### config.mk
export PLATFORM = sky130hd
export DESIGN_NAME = sa_feeder
export DESIGN_NICKNAME = d
export VERILOG_FILES = /design/src/rtl/sa_feeder.sv
export SDC_FILE = /design/constraint.sdc
export NUM_CORES = 1
export LEC_CHECK = 0
export BUFFER_PORTS_ARGS = -buffer_cell sky130_fd_sc_hd__clkbuf_2
export CAP_MARGIN = 20
export CORE_MARGIN = 5
export CORE_UTILIZATION = 40
export DETAILED_ROUTE_END_ITERATION = 6
export PLACE_DENSITY = 0.61
export SETUP_SLACK_MARGIN = 0.2
export SYNTH_ARGS = -nofsm -noshare
export SYNTH_HDL_FRONTEND = slang
export SYNTH_SLANG_ARGS = --single-unit
### constraint.sdc
create_clock -name clk -period 3.36 [get_ports clk]
set_input_delay 0.336 -clock clk [delete_from_list [all_inputs] [get_ports clk]]
set_output_delay 0.336 -clock clk [all_outputs]
set_load 0.02 [all_outputs]
### src/rtl/sa_feeder.sv
// Operand feeder for a SIZE x SIZE systolic array: captures an A/B matrix pair and
// streams the skewed west (A rows) and north (B columns) edge vectors one beat at a time.
module sa_feeder #(
  parameter int SIZE       = 2,
  parameter int DATA_WIDTH = 8
) (
  input  logic                            clk,
  input  logic                            rst,
  input  logic                            in_valid,
  output logic                            in_ready,
  input  logic [SIZE*SIZE*DATA_WIDTH-1:0] A,
  input  logic [SIZE*SIZE*DATA_WIDTH-1:0] B,
  output logic                            out_valid,
  input  logic                            out_ready,
  output logic [SIZE*DATA_WIDTH-1:0]      a_edge,
  output logic [SIZE*DATA_WIDTH-1:0]      b_edge,
  output logic                            first,
  output logic                            last,
  output logic                            busy
);

  localparam int MW        = SIZE*SIZE*DATA_WIDTH;
  localparam int LW        = SIZE*DATA_WIDTH;
  localparam int LAST_BEAT = 2*SIZE - 2;
  localparam int TW        = (LAST_BEAT > 0) ? $clog2(LAST_BEAT + 1) : 1;
  localparam logic [TW-1:0] LAST_T = TW'(LAST_BEAT);

  typedef enum logic {IDLE, STREAM} state_t;

  state_t          state;
  logic [MW-1:0]   a_reg;
  logic [MW-1:0]   b_reg;
  logic [TW-1:0]   t;

  logic [MW-1:0]   src_a;
  logic [MW-1:0]   src_b;
  logic [TW-1:0]   beat_nxt;
  logic [LW-1:0]   a_nxt;
  logic [LW-1:0]   b_nxt;

  // Edge vectors for the beat about to be registered: beat 0 straight from the
  // inputs on capture, otherwise beat t+1 from the held operands.
  always_comb begin
    int unsigned bn;
    src_a    = (state == IDLE) ? A : a_reg;
    src_b    = (state == IDLE) ? B : b_reg;
    beat_nxt = (state == IDLE) ? '0 : t + 1'b1;
    bn       = 32'(beat_nxt);
    a_nxt    = '0;
    b_nxt    = '0;
    for (int unsigned i = 0; i < SIZE; i++) begin
      if (bn >= i && (bn - i) < SIZE) begin
        a_nxt[i*DATA_WIDTH +: DATA_WIDTH] = src_a[(i*SIZE + (bn - i))*DATA_WIDTH +: DATA_WIDTH];
        b_nxt[i*DATA_WIDTH +: DATA_WIDTH] = src_b[((bn - i)*SIZE + i)*DATA_WIDTH +: DATA_WIDTH];
      end
    end
  end

  always_ff @(posedge clk) begin
    if (rst) begin
      state     <= IDLE;
      a_reg     <= '0;
      b_reg     <= '0;
      t         <= '0;
      out_valid <= 1'b0;
      a_edge    <= '0;
      b_edge    <= '0;
      first     <= 1'b0;
      last      <= 1'b0;
      busy      <= 1'b0;
      in_ready  <= 1'b1;
    end else begin
      case (state)
        IDLE: begin
          if (in_valid) begin
            a_reg     <= A;
            b_reg     <= B;
            t         <= '0;
            state     <= STREAM;
            out_valid <= 1'b1;
            busy      <= 1'b1;
            in_ready  <= 1'b0;
            a_edge    <= a_nxt;
            b_edge    <= b_nxt;
            first     <= 1'b1;
            last      <= (LAST_BEAT == 0);
          end
        end
        STREAM: begin
          if (out_ready) begin
            if (t == LAST_T) begin
              state     <= IDLE;
              t         <= '0;
              out_valid <= 1'b0;
              busy      <= 1'b0;
              in_ready  <= 1'b1;
              a_edge    <= '0;
              b_edge    <= '0;
              first     <= 1'b0;
              last      <= 1'b0;
            end else begin
              t      <= beat_nxt;
              a_edge <= a_nxt;
              b_edge <= b_nxt;
              first  <= 1'b0;
              last   <= (beat_nxt == LAST_T);
            end
          end
        end
        default: state <= IDLE;
      endcase
    end
  end

endmodule

==> metrics.md <==
| Metric | Value |
|---|---|
| Outcome | complete, no violations |
| Largest cells by area after synthesis | dfxtp_1 48%, nand2_1 11%, a21oi_1 9.6% |
| PD cells | 493.3 mW/mm^2 |
| CTS root buf | clkbuf_8 |
| Largest family of logic cells by synthesized area | compound AO/OA/AOI/OAI gates |
| TritonRoute pass-1 iters | 4 |
| Post-CTS setup repair buffer count | 0 |
| # port buffers | 104 |
| Max IR drop VDD | 0.2190 mV |
| Arrival time at the worst endpoint | 2.41 ns |
| Crit-path leading delay family | flip-flops |
| Fin crit period | 2.183 ns |
| Max-slew violation count | 0 |
| Slew margin rel. | 50.24% |
| Reg2reg path depth | 4 |
| Inserted Diodes | 0 |
| FFs w/ async S/R, synth | 0% |
| TritonCTS buffer count | 9 |
| Post-Synth Adder-Cell Area | 1.162% |
| Io pins | 105 |
| Routed Antenna Nets | 0 |
| Setup violations, final | 0 |
| Final period utilization | 64.98% |
| Die X | 113.7 um |
| Placer Congestion | 0.7663 |
| Drt first-iter violations | 184 |
| #FFs+latches synth | 103 |
| Synth Instances | 486 |
| Vias per std cell | 4.997 |
| Worst-path clk slew | 0.09 ns |
| Clk_skew | 0.005715 ns |
| Synth Area in Simple Gates | 15.58% |
| Xor and xnor fraction of the mapped netlist area | 0% |
| Critical Path Sink Type | flop |
| Crit start category | flop |
| Final net count | 639 |
| DRC errors left | 0 |
| FMAX | 0.4580 GHz |
| CP Max Fanout | 69 |
| Post-synth top flop | dfxtp_1 |
| CTS tree | done |
| Overflow after GRT | 0 |
| Final Hold Fails | 0 |
| Share of cells above drive strength 1 | 26.05% |
| RR Startpoint | state |
| Detailed Place HPWL | 7262 um |
| Total wire length | 10480 um |
| Clk buf depth | 2 |
| Avg Cell Area, Syn | 8.859 um^2 |
| Area leader, netlist | dfxtp_1 |
| Kind of critical path | reg2reg |
| FP Rows | 37 |
| Warnings, synthesis | 0 |
| Worst-margin pin slew | 0.7464 ns |
| Initial antenna violation count | 0 |
| Die Y | 113.7 um |
| DP Worst Slack | 1.180 ns |
| Unrepaired setup endpoints after global routing | false |
| EDFF count, synth | 0 |
| Register-to-register setup slack | 1.18 ns |
| First-pass GRT wire length | 17620 um |
| Vias | 3538 |
| Initial Util | 41.33% |
| Core box area | 0.01042 mm^2 |
| # resized after CTS | 0 |
| Maxcap violations | 0 |
| Commonest non-fill, non-tap cells in the layout | 130 x nand2_1, 104 x clkbuf_2, 101 x dfxtp_1 |
| Post-route setup slack | 1.177 ns |
| Gr usage total | 16.63% |
| Post-synthesis cell type count | 28 |
| Worst skew pair latency | 0.36 ns |
| Yosys top cell area share | 47.89% |
| H-tree depth | 3 |
| Worst r2r dst | a_edge[14] |
| Cells along the critical path | nor2b_4 > buf_4 > o211ai_1 > o2bb2ai_1 |
| Clk sinks | 103 |
| Most common cell after layout, fill and taps aside | nand2_1 |
| Max incr delay on CP | 0.82 ns |
| Hold path depth | 3 |
| Largest net degree at the start of global routing | 70 |
| Area delta synth->final | 16.68% |
| Mux contribution to synthesized area | 11.62% |
| Post-Syn Area | 0.004305 mm^2 |
| P_leak | 2.100 nW |
| Seq/Total Area, Yosys | 47.89% |
| Full die area | 0.01294 mm^2 |
| Post-Syn Nets | 558 |
| CP max-delay cell | dfxtp_2 |
| Synth Area in Compound Gates | 17.81% |
| Routed WL per cell | 14.80 um |
| Worst EP required | 3.58 ns |
| HP Start | A[19] |
| Worst Hold Class | in2reg |
| Hold Worst Slack | 0.1939 ns |
| Vias in the first global route | 3611 |
| Worst hold endpoint | a_reg[19] |
| # hold bufs at CTS | 0 |
| Buf+Inv Stages, Crit Path | 1 |
| Fin Setup TNS | 0 ns |
[cell families after synthesis]
kind of cell,Yosys count
DFF,103
AOI/OAI and AO/OA,123
buffers and inverters,44
muxes,48
and+or+nand+nor,164
adders and majority gates,4
[cell type report]
class | instances | area [um^2]
Clock buffer | 12 | 155.1
Multi-Input combinational cell | 339 | 1996
Fill cell | 1030 | 5393
Timing Repair Buffer | 111 | 573.1
Clock inverter | 4 | 53.80
Sequential cell | 103 | 2064
Tap cell | 136 | 170.2
Inverter | 3 | 11.26
[worst register-to-register path, stage by stage (launching register included)]
cell and delay, ns:
dfxtp_2 0.82, nor2b_4 0.10, buf_4 0.38, o211ai_1 0.63, o2bb2ai_1 0.13
[where the power goes]
group          total, mW  internal (mW)  switching, mW
Clock              0.795          0.387          0.408
Combinational      0.348          0.142          0.206
Sequential          1.34           1.29         0.0458
Total               2.48           1.82          0.659
[Yosys cell counts, types with 2 or more instances]
library cell    n
a21oi_1        83
a22o_1         16
a31oi_1         3
buf_1           5
buf_2          18
buf_4          10
buf_6           4
clkbuf_1        4
dfxtp_1       103
ha_1            4
inv_1           3
mux2_2         16
mux2i_1        32
nand2_1       130
nand2b_1        2
nand3_1         2
nand4b_1        2
nor2_1         23
nor4bb_1        2
o2bb2ai_1      16
[metrics by stage]
step,total power [mW],util (%),cell area [um^2],instances
6_report,2.478,48.23,5024,708
5_1_grt,2.616,48.23,5024,708
4_1_cts,2.511,48.23,5024,708
3_5_place_dp,1.717,46.22,4815,692
3_3_place_gp,1.709,46.22,4815,692
2_1_floorplan,1.604,-,4305,486
[layer usage]
layer	share of wire, %	up-vias	track usage [%]
met5	0	-	0
met4	0.90	0	3.526
met3	6.0	8	4.350
met2	46	92	26.97
met1	47	1623	22.37
li1	-	1815	-
[how the worst max path moves through the flow]
stage | start | endpoint | slack [ns] | depth (start not counted)
CTS | state | a_edge[14] | 1.16 | 4
finish | state | a_edge[14] | 1.18 | 4
global placement | state | a_edge[9] | 1.23 | 4
global route | state | a_edge[14] | 0.93 | 4
floorplan | t[0] | a_edge[10] | 1.36 | 8
detailed placement | state | a_edge[6] | 1.18 | 4
(Power assumes the default switching activity.)
